### config.mk
export PLATFORM = sky130hd
export DESIGN_NAME = if_stage_prefetch_flat
export DESIGN_NICKNAME = d
export VERILOG_FILES = /design/src/rtl/if_stage_prefetch_if.sv /design/src/rtl/if_stage_prefetch.sv /design/src/flat_wrapper.sv
export SDC_FILE = /design/constraint.sdc
export NUM_CORES = 1
export LEC_CHECK = 0
export BUFFER_PORTS_ARGS = -buffer_cell sky130_fd_sc_hd__buf_2
export CAP_MARGIN = 20
export CORE_ASPECT_RATIO = 0.5
export CORE_MARGIN = 4
export CORE_UTILIZATION = 50
export CTS_CLUSTER_DIAMETER = 120
export DETAILED_ROUTE_END_ITERATION = 10
export PLACE_DENSITY_LB_ADDON = 0.12
export SLEW_MARGIN = 20
export SYNTH_ARGS = -nofsm -noshare
export SYNTH_HDL_FRONTEND = slang
export SYNTH_SLANG_ARGS = --single-unit
### constraint.sdc
create_clock -name clk -period 16.4 [get_ports clk]
set_clock_uncertainty 0.05 [all_clocks]
set_input_delay 4.92 -clock clk [delete_from_list [all_inputs] [get_ports clk]]
set_output_delay 4.92 -clock clk [all_outputs]
set_load 0.05 [all_outputs]
### src/rtl/if_stage_prefetch_if.sv
// if_stage_prefetch_if: imem request/grant + in-order response bus (master = fetch stage, slave = memory)
interface if_stage_prefetch_if #(
  parameter int XLEN = 32
);
  logic            req;
  logic [XLEN-1:0] addr;
  logic            gnt;
  logic            rvalid;
  logic [XLEN-1:0] rdata;
  logic            err;
  modport master (output req, addr, input gnt, rvalid, rdata, err);
  modport slave  (input req, addr, output gnt, rvalid, rdata, err);
endinterface

### src/rtl/if_stage_prefetch.sv
// if_stage_prefetch: pipelined imem fetch + prefetch queue; ports clk/rst, stall/flush/redirect in, imem bus, registered pc/instr/valid/fault to ID
module if_stage_prefetch #(
  parameter int              XLEN            = 32,
  parameter logic [XLEN-1:0] RESET_VECTOR    = '0,
  parameter int              FIFO_DEPTH      = 4,
  parameter int              MAX_OUTSTANDING = 2
) (
  input  logic                clk,
  input  logic                rst,
  input  logic                stall_i,
  input  logic                flush_i,
  input  logic                redirect_valid_i,
  input  logic [XLEN-1:0]     redirect_target_i,
  if_stage_prefetch_if.master imem,
  output logic [XLEN-1:0]     pc_out_o,
  output logic [XLEN-1:0]     instr_out_o,
  output logic                valid_out_o,
  output logic                fault_out_o
);
  localparam int CW = $clog2(MAX_OUTSTANDING + 1);
  localparam int QW = $clog2(FIFO_DEPTH);
  localparam logic [XLEN-1:0] NOP = XLEN'(32'h0000_0013);
  logic [XLEN-1:0] fetch_pc_q, fetch_pc_d;
  logic [XLEN-1:0] trk_q [MAX_OUTSTANDING];
  logic [XLEN-1:0] trk_d [MAX_OUTSTANDING];
  logic [CW-1:0]   out_q, out_d, drop_q, drop_d, widx;
  logic [XLEN-1:0] qpc_q [FIFO_DEPTH];
  logic [XLEN-1:0] qins_q [FIFO_DEPTH];
  logic [FIFO_DEPTH-1:0] qflt_q;
  logic [QW-1:0]   wp_q, rp_q;
  logic [QW:0]     cnt_q;
  logic            issue, rv_ok, keep, push, pop;
  assign imem.req  = !rst && !redirect_valid_i && 32'(out_q) < MAX_OUTSTANDING
                     && 32'(out_q) + 32'(cnt_q) < FIFO_DEPTH;
  assign imem.addr = fetch_pc_q;
  assign issue = imem.req && imem.gnt;
  assign rv_ok = imem.rvalid && out_q != '0;
  assign keep  = rv_ok && drop_q == '0;
  assign push  = keep && !redirect_valid_i;
  assign pop   = !stall_i && !flush_i && !redirect_valid_i && cnt_q != '0;
  // live tracker entries are outstanding minus pending drops; a same-cycle pop shifts the write slot down
  assign widx  = out_q - drop_q - CW'(keep);
  always_comb begin
    out_d      = out_q + CW'(issue) - CW'(rv_ok);
    drop_d     = redirect_valid_i ? out_q - CW'(rv_ok) : drop_q - CW'(rv_ok && drop_q != '0);
    fetch_pc_d = redirect_valid_i ? redirect_target_i & ~XLEN'(3) : fetch_pc_q + (issue ? XLEN'(4) : '0);
    for (int i = 0; i < MAX_OUTSTANDING; i++) begin
      trk_d[i] = keep ? trk_q[(i + 1) % MAX_OUTSTANDING] : trk_q[i];
      if (issue && CW'(i) == widx) trk_d[i] = fetch_pc_q;
    end
  end
  always_ff @(posedge clk) begin
    trk_q <= trk_d;
    if (rst) begin
      fetch_pc_q <= RESET_VECTOR;
      out_q      <= '0;
      drop_q     <= '0;
      wp_q       <= '0;
      rp_q       <= '0;
      cnt_q      <= '0;
    end else begin
      fetch_pc_q <= fetch_pc_d;
      out_q      <= out_d;
      drop_q     <= drop_d;
      if (redirect_valid_i) begin
        wp_q  <= '0;
        rp_q  <= '0;
        cnt_q <= '0;
      end else begin
        if (push) begin
          qpc_q[wp_q]  <= trk_q[0];
          qins_q[wp_q] <= imem.err ? NOP : imem.rdata;
          qflt_q[wp_q] <= imem.err;
        end
        wp_q  <= wp_q + QW'(push);
        rp_q  <= rp_q + QW'(pop);
        cnt_q <= cnt_q + (QW+1)'(push) - (QW+1)'(pop);
      end
    end
  end
  always_ff @(posedge clk) begin
    if (rst || redirect_valid_i || flush_i) begin
      pc_out_o    <= '0;
      instr_out_o <= NOP;
      valid_out_o <= 1'b0;
      fault_out_o <= 1'b0;
    end else if (!stall_i) begin
      pc_out_o    <= pop ? qpc_q[rp_q] : pc_out_o;
      instr_out_o <= pop ? qins_q[rp_q] : NOP;
      valid_out_o <= pop;
      fault_out_o <= pop && qflt_q[rp_q];
    end
  end
  a_rvalid_credit: assert property (@(posedge clk) disable iff (rst) imem.rvalid |-> out_q != '0);
endmodule

### src/flat_wrapper.sv
// flat-port wrapper written by rule: the top's interface ports become plain ports
module if_stage_prefetch_flat 
#(
  parameter int              XLEN            = 32,
  parameter logic [XLEN-1:0] RESET_VECTOR    = '0,
  parameter int              FIFO_DEPTH      = 4,
  parameter int              MAX_OUTSTANDING = 2
)
  (clk, rst, stall_i, flush_i, redirect_valid_i, redirect_target_i, pc_out_o, instr_out_o, valid_out_o, fault_out_o, imem_req, imem_addr, imem_gnt, imem_rvalid, imem_rdata, imem_err);
  if_stage_prefetch_if #(.XLEN(XLEN)) imem_i ();
  input  logic clk;
  input  logic rst;
  input  logic stall_i;
  input  logic flush_i;
  input  logic redirect_valid_i;
  input  logic [XLEN-1:0] redirect_target_i;
  output logic [XLEN-1:0] pc_out_o;
  output logic [XLEN-1:0] instr_out_o;
  output logic valid_out_o;
  output logic fault_out_o;
  output wire logic [$bits(imem_i.req)-1:0] imem_req;
  output wire logic [$bits(imem_i.addr)-1:0] imem_addr;
  input wire logic [$bits(imem_i.gnt)-1:0] imem_gnt;
  input wire logic [$bits(imem_i.rvalid)-1:0] imem_rvalid;
  input wire logic [$bits(imem_i.rdata)-1:0] imem_rdata;
  input wire logic [$bits(imem_i.err)-1:0] imem_err;
  assign imem_req = imem_i.req;
  assign imem_addr = imem_i.addr;
  assign imem_i.gnt = imem_gnt;
  assign imem_i.rvalid = imem_rvalid;
  assign imem_i.rdata = imem_rdata;
  assign imem_i.err = imem_err;
  if_stage_prefetch #(.XLEN(XLEN), .RESET_VECTOR(RESET_VECTOR), .FIFO_DEPTH(FIFO_DEPTH), .MAX_OUTSTANDING(MAX_OUTSTANDING)) u_core (.clk(clk), .rst(rst), .stall_i(stall_i), .flush_i(flush_i), .redirect_valid_i(redirect_valid_i), .redirect_target_i(redirect_target_i), .imem(imem_i), .pc_out_o(pc_out_o), .instr_out_o(instr_out_o), .valid_out_o(valid_out_o), .fault_out_o(fault_out_o));
endmodule
==> results of run 1 <==
-- cell usage after synthesis (17+ instances only) --
cell | instances | share of area [%]
mux4_2 | 65 | 8.6
inv_1 | 24 | 0.53
nand2_1 | 91 | 2.0
clkbuf_1 | 38 | 0.84
dfxtp_1 | 107 | 13
mux2_2 | 60 | 4.0
nor2_1 | 68 | 1.5
a21oi_1 | 39 | 1.1
buf_2 | 18 | 0.53
a22oi_1 | 30 | 1.3
a211oi_1 | 17 | 0.75
edfxtp_1 | 324 | 57
nor2b_1 | 36 | 1.3
-- power by group --
part | internal [uW] | total, uW | switching, uW
sequential | 1280 | 1330 | 51.1
combinational | 88.8 | 221 | 132
clock | 545 | 945 | 399
total | 1910 | 2490 | 582
-- area by class of cell --
type                       instances  area (um2)
fill                            2593       13800
sequential                       431       11900
multi-input combinational        555        4760
clock buffer                      50        1070
timing repair buffer             177         913
tap                              441         552
clock inverter                    22         263
inverter                          26        97.6
-- worst max path at each step --
stage / from / endpoint / slack [ps]
after floorplan: rst / u_core.qins_q[0][0] / 4090
after detailed placement: rst / imem_req / 4980
after global placement: rst / imem_req / 4990
after global routing: rst / imem_req / 4840
final: rst / imem_req / 4960
after CTS: rst / imem_req / 4970
-- routing by layer --
metal  GRT usage (%)  up-vias
met5               0        -
met2            33.7      202
li1                -     4411
met3            3.53       45
met4            4.31        0
met1            25.2     4954
-- critical path, cell delays in order --
cell and delay (ps):
buf_2 310, nor2_1 700, and3_1 270, buf_2 260
-- placed cells by master, fill, tap and decap left out, drive strengths merged, types with 3 or more instances in the layout --
| cell type | n |
|---|---|
| and2 | 3 |
| nor3 | 11 |
| clkbuf | 50 |
| xor2 | 8 |
| bufinv | 5 |
| nand3 | 10 |
| o22ai | 3 |
| clkinv | 14 |
| nand2 | 92 |
| or2 | 6 |
| mux2 | 60 |
| a22oi | 30 |
| a211oi | 17 |
| nor2b | 36 |
| a21oi | 39 |
| ha | 12 |
| nand4 | 12 |
| a2111oi | 5 |
| or4 | 3 |
| nor4 | 14 |
| and4 | 9 |
| o21ai | 9 |
| nor2 | 68 |
| mux4 | 65 |
| inv | 27 |
| a311oi | 5 |
| or3 | 6 |
| xnor2 | 14 |
| edfxtp | 324 |
| dfxtp | 107 |
| buf | 177 |
-- flip-flops by register name, indices dropped and copies added, names as in the netlist --
register,flops
u_core.qins_q,128
u_core.qpc_q,128
u_core.trk_q,64
u_core.instr_out_o,32
u_core.pc_out_o,32
u_core.imem.addr,30
u_core.qflt_q,4
u_core.cnt_q,3
u_core.drop_q,2
u_core.out_q,2
u_core.rp_q,2
u_core.wp_q,2
u_core.fault_out_o,1
u_core.valid_out_o,1
-- logic make-up (layout without fill, tap and decap cells) --
logic type / Yosys count / after routing / synth area share, %
flip-flops: 431 / 431 / 69.8
AND/OR/NAND/NOR: 275 / 275 / 8.26
multiplexers: 126 / 126 / 12.6
AO/OA/AOI/OAI: 116 / 116 / 4.52
buffers and inverters: 91 / 275 / 2.55
XOR/XNOR: 22 / 22 / 1.13
adder cells (fa/ha/maj): 14 / 14 / 1.12
other: 1 / 2 / 0.0220
-- stage by stage --
stage	area, um2	cells	worst slack (ps)	hold WS (ps)
after floorplan	17000	1077	4090	424
after global placement	18200	1630	4990	392
after detailed placement	18200	1630	4980	396
after CTS	19500	1702	4970	405
after global routing	19500	1702	4840	422
final	19500	1702	4960	401
==> results.py, run 1 <==
metrics = {
    "yosys": {
        "synth-edff-count": 324,
        "ys.flop_type": "edfxtp_1",
        "synth.avg_cell_area_um2": 15.8,
        "ys_ff_latch": 431,
        "synth_area_um2": 17000,
        "ys_warn_count": 0,
        "postSynthCellCount": 1076,
        "synth_cell_types": 58,
        "synthArstFlopShare_pct": 0,
        "seq_area_frac_synth_pct": 69.8,
    },
    "hold_path": {
        "holdPathEnd": "u_core.pc_out_o[11]",
        "worstHoldStart": "u_core.pc_out_o[11]",
        "worstHoldPathCells": 2,
        "hp-class": "register to register",
    },
    "die": {
        "dieHeight_um": 138,
        "top_level_ports": 171,
        "core_um2": 33300,
        "dieArea_um2": 37200,
        "initial_core_util_pct": 51.1,
        "die_x_um": 269,
        "rows": 47,
    },
    "critical_path": {
        "start_kind": "primary input",
        "r2r_cells": 11,
        "path_class": "primary input to output pin",
        "cp_data_arrival_time_ps": 6470,
        "worst_r2r_startpoint": "u_core.out_q[1]",
        "reg2reg_to": "u_core.trk_q[36]",
        "setup.worst_path.end_class": "output pin",
        "path_max_fanout": 37,
        "regToRegSetupSlack_ps": 12200,
        "crit_required_ps": 11430,
    },
    "layout": {
        "finalNetCount": 1316,
        "diodes": 0,
        "area_growth_pct": 14.8,
        "final_core_util_pct": 58.7,
        "drive_above_1_share_pct": 31.1,
    },
    "grt": {
        "antenna_found_initial": 0,
        "grt-ovfl-total": 0,
        "groute.usage.overall_pct": 19.2,
        "grt_pass1_vias": 9979,
        "grt_max_degree": 65,
        "grt_pass1_wl_mm": 56.1,
    },
    "routing": {
        "wl_met3_mm": 1.58,
        "firstDrtPassIters": 6,
        "routed.top_layer": "met4",
        "wl_met1_mm": 15.2,
        "drt_iter0_markers": 600,
        "antenna_left": 0,
        "wl_per_cell_um": 21.0,
        "wl_mm": 35.8,
        "wl_met2_mm": 18.4,
        "drc": 0,
        "avgViaCountPerCell": 5.65,
        "dr_total_vias": 9612,
    },
    "placement": {
        "routabilityCongestion": 0.809,
        "numPortBuffers": 166,
        "hpwlAfterDp_mm": 21.0,
    },
    "clock_tree": {
        "cts_setup_buffers": 0,
        "cts_root_buffer": "clkbuf_16",
        "clk_pin_slew_worst_paths_ps": 60,
        "cts.path.max_buffers": 3,
        "ctsHtreeMaxLevel": 2,
        "cts_num_sinks": 431,
        "cts_buffers": 39,
        "cts-hold-fix-buffers": 0,
        "ctsResizeCount": 0,
        "cts_tree": "done",
        "clock_latency_ps": 540,
    },
    "sta": {
        "max_freq_mhz": 87.4,
        "drv_slew": 0,
        "period_share_pct": 69.7,
        "max_slew_margin_pct": 31.1,
        "worst_slew_pin_slew_ps": 1030,
        "setup_tns_ps": 0,
        "setup_viol": 0,
        "hold_violations": 0,
        "grt_setup_unrepaired": "false",
        "min_period_ps": 11440,
    },
    "power": {
        "p_leak_uw": 0.00663,
        "vdd_drop_max_mv": 0.0663,
        "power.density_nw_per_um2": 128,
        "power_uw": 2490,
    },
    "job": {
        "cap_violations": 0,
    },
    "run_status": {
        "status": "completed",
    },
}
Power figures use the tool's default switching activity.
==> run 2, diff against run 1 <==
==> constraint.sdc (replaced) <==
create_clock -name clk -period 9.76 [get_ports clk]
set_clock_uncertainty 0.05 [all_clocks]
set_input_delay 2.928 -clock clk [delete_from_list [all_inputs] [get_ports clk]]
set_output_delay 2.928 -clock clk [all_outputs]
set_load 0.05 [all_outputs]
==> run 2 against run 1 <==
Effect of this change:
- sequential share of layout area increased by 0.26 points
- utilization decreased by 0.25 points
- largest cell class unchanged
- combinational power increased by 68%
- final cell count unchanged
- clock power increased by 56%
==> results.py, run 2 (same netlist as run 1, synthesis figures left out) <==
metrics = {
    "run_status": {
        "status": "completed",
    },
    "hold_path": {
        "hp-class": "register to register",
    },
    "routing": {
        "wl_mm": 35.3,
        "drt_iter0_markers": 660,
        "firstDrtPassIters": 5,
        "antenna_left": 0,
        "dr_total_vias": 9582,
        "avgViaCountPerCell": 5.63,
        "wl_per_cell_um": 20.7,
        "drc": 0,
    },
    "clock_tree": {
        "cts.path.max_buffers": 3,
        "cts_setup_buffers": 0,
        "cts_tree": "done",
        "ctsResizeCount": 0,
        "cts-hold-fix-buffers": 0,
        "clk_pin_slew_worst_paths_ps": 60,
        "cts_root_buffer": "clkbuf_16",
        "cts_num_sinks": 431,
        "ctsHtreeMaxLevel": 2,
        "clock_latency_ps": 540,
        "cts_buffers": 38,
    },
    "critical_path": {
        "path_max_fanout": 37,
        "path_delay_family": "simple AND/OR/NAND/NOR gates",
        "max_stage_delay_ps": 660,
        "start_kind": "primary input",
        "crit_required_ps": 6780,
        "setup.worst_path.end_class": "output pin",
        "path_class": "primary input to output pin",
        "path_cells": "buf_2 > nor2_1 > and3_1 > buf_2",
        "cp_num_buf_inv": 2,
        "crit_slowest_cell": "nor2_1",
        "worst_path_most_repeated_cell": "buf_2",
        "cp_data_arrival_time_ps": 4440,
    },
    "sta": {
        "max_freq_mhz": 135,
        "setup_tns_ps": 0,
        "period_share_pct": 76.0,
        "drv_slew": 0,
        "worst_slew_pin_slew_ps": 1030,
        "max_slew_margin_pct": 31.2,
        "fin_ws_ps": 2350,
        "min_period_ps": 7410,
        "hold_violations": 0,
        "setup_viol": 0,
        "grt_setup_unrepaired": "false",
    },
    "job": {
        "cap_violations": 0,
    },
    "layout": {
        "largest_registers": "u_core.qins_q (128), u_core.qpc_q (128), u_core.trk_q (64)",
        "area_growth_pct": 14.3,
        "multi_input_area_um2": 4760,
        "final_cell_mix": "324 x edfxtp_1, 166 x buf_2, 105 x dfxtp_1",
        "drive_above_1_share_pct": 30.8,
        "final-seq-area_um2": 11900,
        "layout_commonest_cell": "edfxtp_1",
        "diodes": 0,
        "finalNetCount": 1317,
        "fill_cells": 2609,
    },
    "die": {
        "core_um2": 33300,
        "dieHeight_um": 138,
        "dieArea_um2": 37200,
        "die_x_um": 269,
        "rows": 47,
        "initial_core_util_pct": 51.1,
        "top_level_ports": 171,
    },
    "power": {
        "vdd_drop_max_mv": 0.141,
        "power.density_nw_per_um2": 209,
        "p_leak_uw": 0.00659,
    },
    "grt": {
        "groute.usage.overall_pct": 19.1,
        "grt_max_degree": 67,
        "antenna_found_initial": 0,
        "grt-ovfl-total": 0,
        "grt_pass1_wl_mm": 55.7,
        "grt_pass1_vias": 9936,
    },
    "placement": {
        "numPortBuffers": 166,
        "routabilityCongestion": 0.792,
        "pre_cts_ws_ps": 2370,
        "hpwlAfterDp_mm": 21.1,
    },
}
-- run 2: changes by cell type in the layout (fill, tap and decap cells not counted), sizes merged --
| cell | previous run | this run |
|---|---|---|
| clkinv | 14 | 18 |
| buf | 177 | 179 |
| clkbuf | 50 | 46 |
| bufinv | 5 | 3 |
-- run 2: worst register-to-register path: cells and delay by family, from the launching register on --
family,cells,cell delay [ps]
AO/OA/AOI/OAI,1,260
buffers and inverters,4,710
flip-flops,1,390
XOR/XNOR,1,330
AND/OR/NAND/NOR,3,1210
adder cells (fa/ha/maj),2,790
-- run 2: final timing paths --
path                            start                  end  slack (ps)  cells past startpoint
setup / recovery                  rst             imem_req        2350                      4
hold / removal    u_core.pc_out_o[18]  u_core.pc_out_o[18]         400                      2
setup reg to reg      u_core.out_q[1]     u_core.trk_q[37]        5610                     11
hold reg to reg   u_core.pc_out_o[18]  u_core.pc_out_o[18]         400                      2
-- run 2: routing by layer --
metal	part of all wire [%]	GRT usage (%)
met4	2.0	4.92
met3	4.2	3.57
met2	51	32.8
met5	0	0
met1	43	25.3
-- run 2: final cells by class --
class | count | share of cell area, %
inverters | 26 | 0.502
flip-flops and latches | 431 | 61.1
clock inverters | 24 | 1.09
multi-input cells | 555 | 24.5
clock buffers | 46 | 5.15
well taps | 441 | 2.84
repair buffers | 179 | 4.88
-- run 2: power by group --
group / switching (uW) / leakage, uW / internal, uW
registers: 82.5 / 0.00381 / 2150
clock network: 654 / 0.000597 / 818
logic: 221 / 0.00219 / 150
total: 957 / 0.00659 / 3110
-- run 2: stage by stage --
stage	utilization [%]	cells	instance area, um2	power (uW)	hold slack, ps
floorplan	-	1077	17000	2520	424
global placement	54.7	1630	18200	2630	392
detailed placement	54.7	1630	18200	2640	394
CTS	58.3	1700	19400	4130	403
global route	58.4	1702	19400	4240	419
finish	58.4	1702	19400	4070	401
==> run 3, diff against run 2 <==
==> constraint.sdc (replaced) <==
create_clock -name clk -period 7.15 [get_ports clk]
set_clock_uncertainty 0.05 [all_clocks]
set_input_delay 2.145 -clock clk [delete_from_list [all_inputs] [get_ports clk]]
set_output_delay 2.145 -clock clk [all_outputs]
set_load 0.05 [all_outputs]
==> run 3 against run 2 <==
Effect of this change:
- design area up 0.35%
- first-iteration DRC count increased by 0.61%
- flip-flop and latch count stayed put
- clock-buffer cell count increased by 5
- worst hold slack better by 3.6 ps
- register-to-register slack worse by 2400 ps
- utilization up 0.20 points
- final cell count increased by 0.18%
- via count up 0.43%
- non-clock buffer count unchanged
- wire length up 0.22%
==> results.py, run 3 (same netlist as run 1, synthesis figures left out) <==
metrics = {
    "power": {
        "power.density_nw_per_um2": 289,
        "p_leak_uw": 0.00662,
        "vdd_drop_max_mv": 0.153,
        "power_uw": 5640,
    },
    "run_status": {
        "status": "completed",
    },
    "clock_tree": {
        "cts_buffers": 40,
        "cts_tree": "done",
        "ctsResizeCount": 0,
        "clk_pin_slew_worst_paths_ps": 60,
        "clock_latency_ps": 540,
        "cts.path.max_buffers": 3,
        "cts_num_sinks": 431,
        "ctsHtreeMaxLevel": 2,
        "cts_setup_buffers": 0,
        "cts_root_buffer": "clkbuf_16",
        "cts-hold-fix-buffers": 0,
    },
    "job": {
        "cap_violations": 0,
    },
    "layout": {
        "area_growth_pct": 14.7,
        "stdcell_count": 1705,
        "layout_commonest_cell": "edfxtp_1",
        "final_core_util_pct": 58.6,
        "largest_registers": "u_core.qins_q (128), u_core.qpc_q (128), u_core.trk_q (64)",
        "finalNetCount": 1319,
        "drive_above_1_share_pct": 30.5,
        "final_cell_mix": "324 x edfxtp_1, 166 x buf_2, 105 x dfxtp_1",
        "diodes": 0,
    },
    "routing": {
        "dr_total_vias": 9623,
        "wl_per_cell_um": 20.7,
        "wl_mm": 35.4,
        "drt_iter0_markers": 664,
        "antenna_left": 0,
        "avgViaCountPerCell": 5.64,
        "firstDrtPassIters": 5,
        "drc": 0,
    },
    "critical_path": {
        "cp_data_arrival_time_ps": 3720,
        "path_class": "primary input to output pin",
        "path_max_fanout": 37,
        "start_kind": "primary input",
        "crit_required_ps": 4950,
        "setup.worst_path.end_class": "output pin",
    },
    "die": {
        "core_um2": 33300,
        "initial_core_util_pct": 51.1,
        "dieHeight_um": 138,
        "dieArea_um2": 37200,
        "die_x_um": 269,
        "top_level_ports": 171,
        "rows": 47,
    },
    "grt": {
        "grt_pass1_wl_mm": 55.8,
        "use_met2_pct": 32.5,
        "groute.usage.overall_pct": 19.1,
        "grt-ovfl-total": 0,
        "antenna_found_initial": 0,
        "grt.met1_usage_pct": 25.7,
        "grtUsageMet3_pct": 3.44,
        "grt_max_degree": 67,
        "grt_pass1_vias": 9966,
        "busiest_layer": "met2",
    },
    "sta": {
        "hold_ws_ps": 405,
        "setup_viol": 0,
        "drv_slew": 0,
        "worst_slew_pin_slew_ps": 1070,
        "min_period_ps": 5910,
        "max_slew_margin_pct": 28.8,
        "grt_setup_unrepaired": "false",
        "hold_violations": 0,
        "fin_ws_ps": 1240,
        "max_freq_mhz": 169,
        "period_share_pct": 82.7,
    },
    "placement": {
        "pre_cts_ws_ps": 1170,
        "hpwlAfterDp_mm": 21.2,
        "numPortBuffers": 166,
        "dp.cells": 1631,
        "routabilityCongestion": 0.807,
    },
    "hold_path": {
        "hp-class": "register to register",
    },
}
==> run 3: layout make-up <==
class	instances	area (um2)
clock buffers	51	1080
repair buffers	179	961
fillers	2622	13800
clock inverters	22	184
well taps	441	552
flip-flops and latches	431	11900
inverters	26	97.6
multi-input cells	555	4760
==> run 3: worst paths after layout <==
kind                  startpoint             endpoint  slack [ps]  cells past startpoint
max                          rst             imem_req        1240                      4
min          u_core.pc_out_o[13]  u_core.pc_out_o[13]         400                      2
max reg2reg      u_core.out_q[1]     u_core.trk_q[10]        3170                     11
min reg2reg  u_core.pc_out_o[13]  u_core.pc_out_o[13]         400                      2
==> run 3: worst max-delay path: stages <==
cell and delay [ps]:
buf_2 320, nor2_1 710, and3_1 270, buf_2 260
==> run 3: per-stage QoR <==
| step | area [um2] | TNS (ps) |
|---|---|---|
| after global placement | 18200 | 0 |
| after detailed placement | 18200 | 0 |
| after CTS | 19500 | 0 |
| final | 19500 | 0 |
| after global routing | 19500 | 0 |
| after floorplan | 17000 | -305080 |
==> run 3: power breakdown <==
group,switching (uW),internal [uW],total (uW),leakage (uW)
clock network,898,1180,2080,0.000620
logic,303,206,509,0.00219
registers,117,2930,3050,0.00381
==> run 3: per-layer routing <==
layer	routed length (um)	up-vias
li1	-	4429
met1	15300	4918
met2	17800	216
met3	1540	60
met4	737	0
met5	0	-
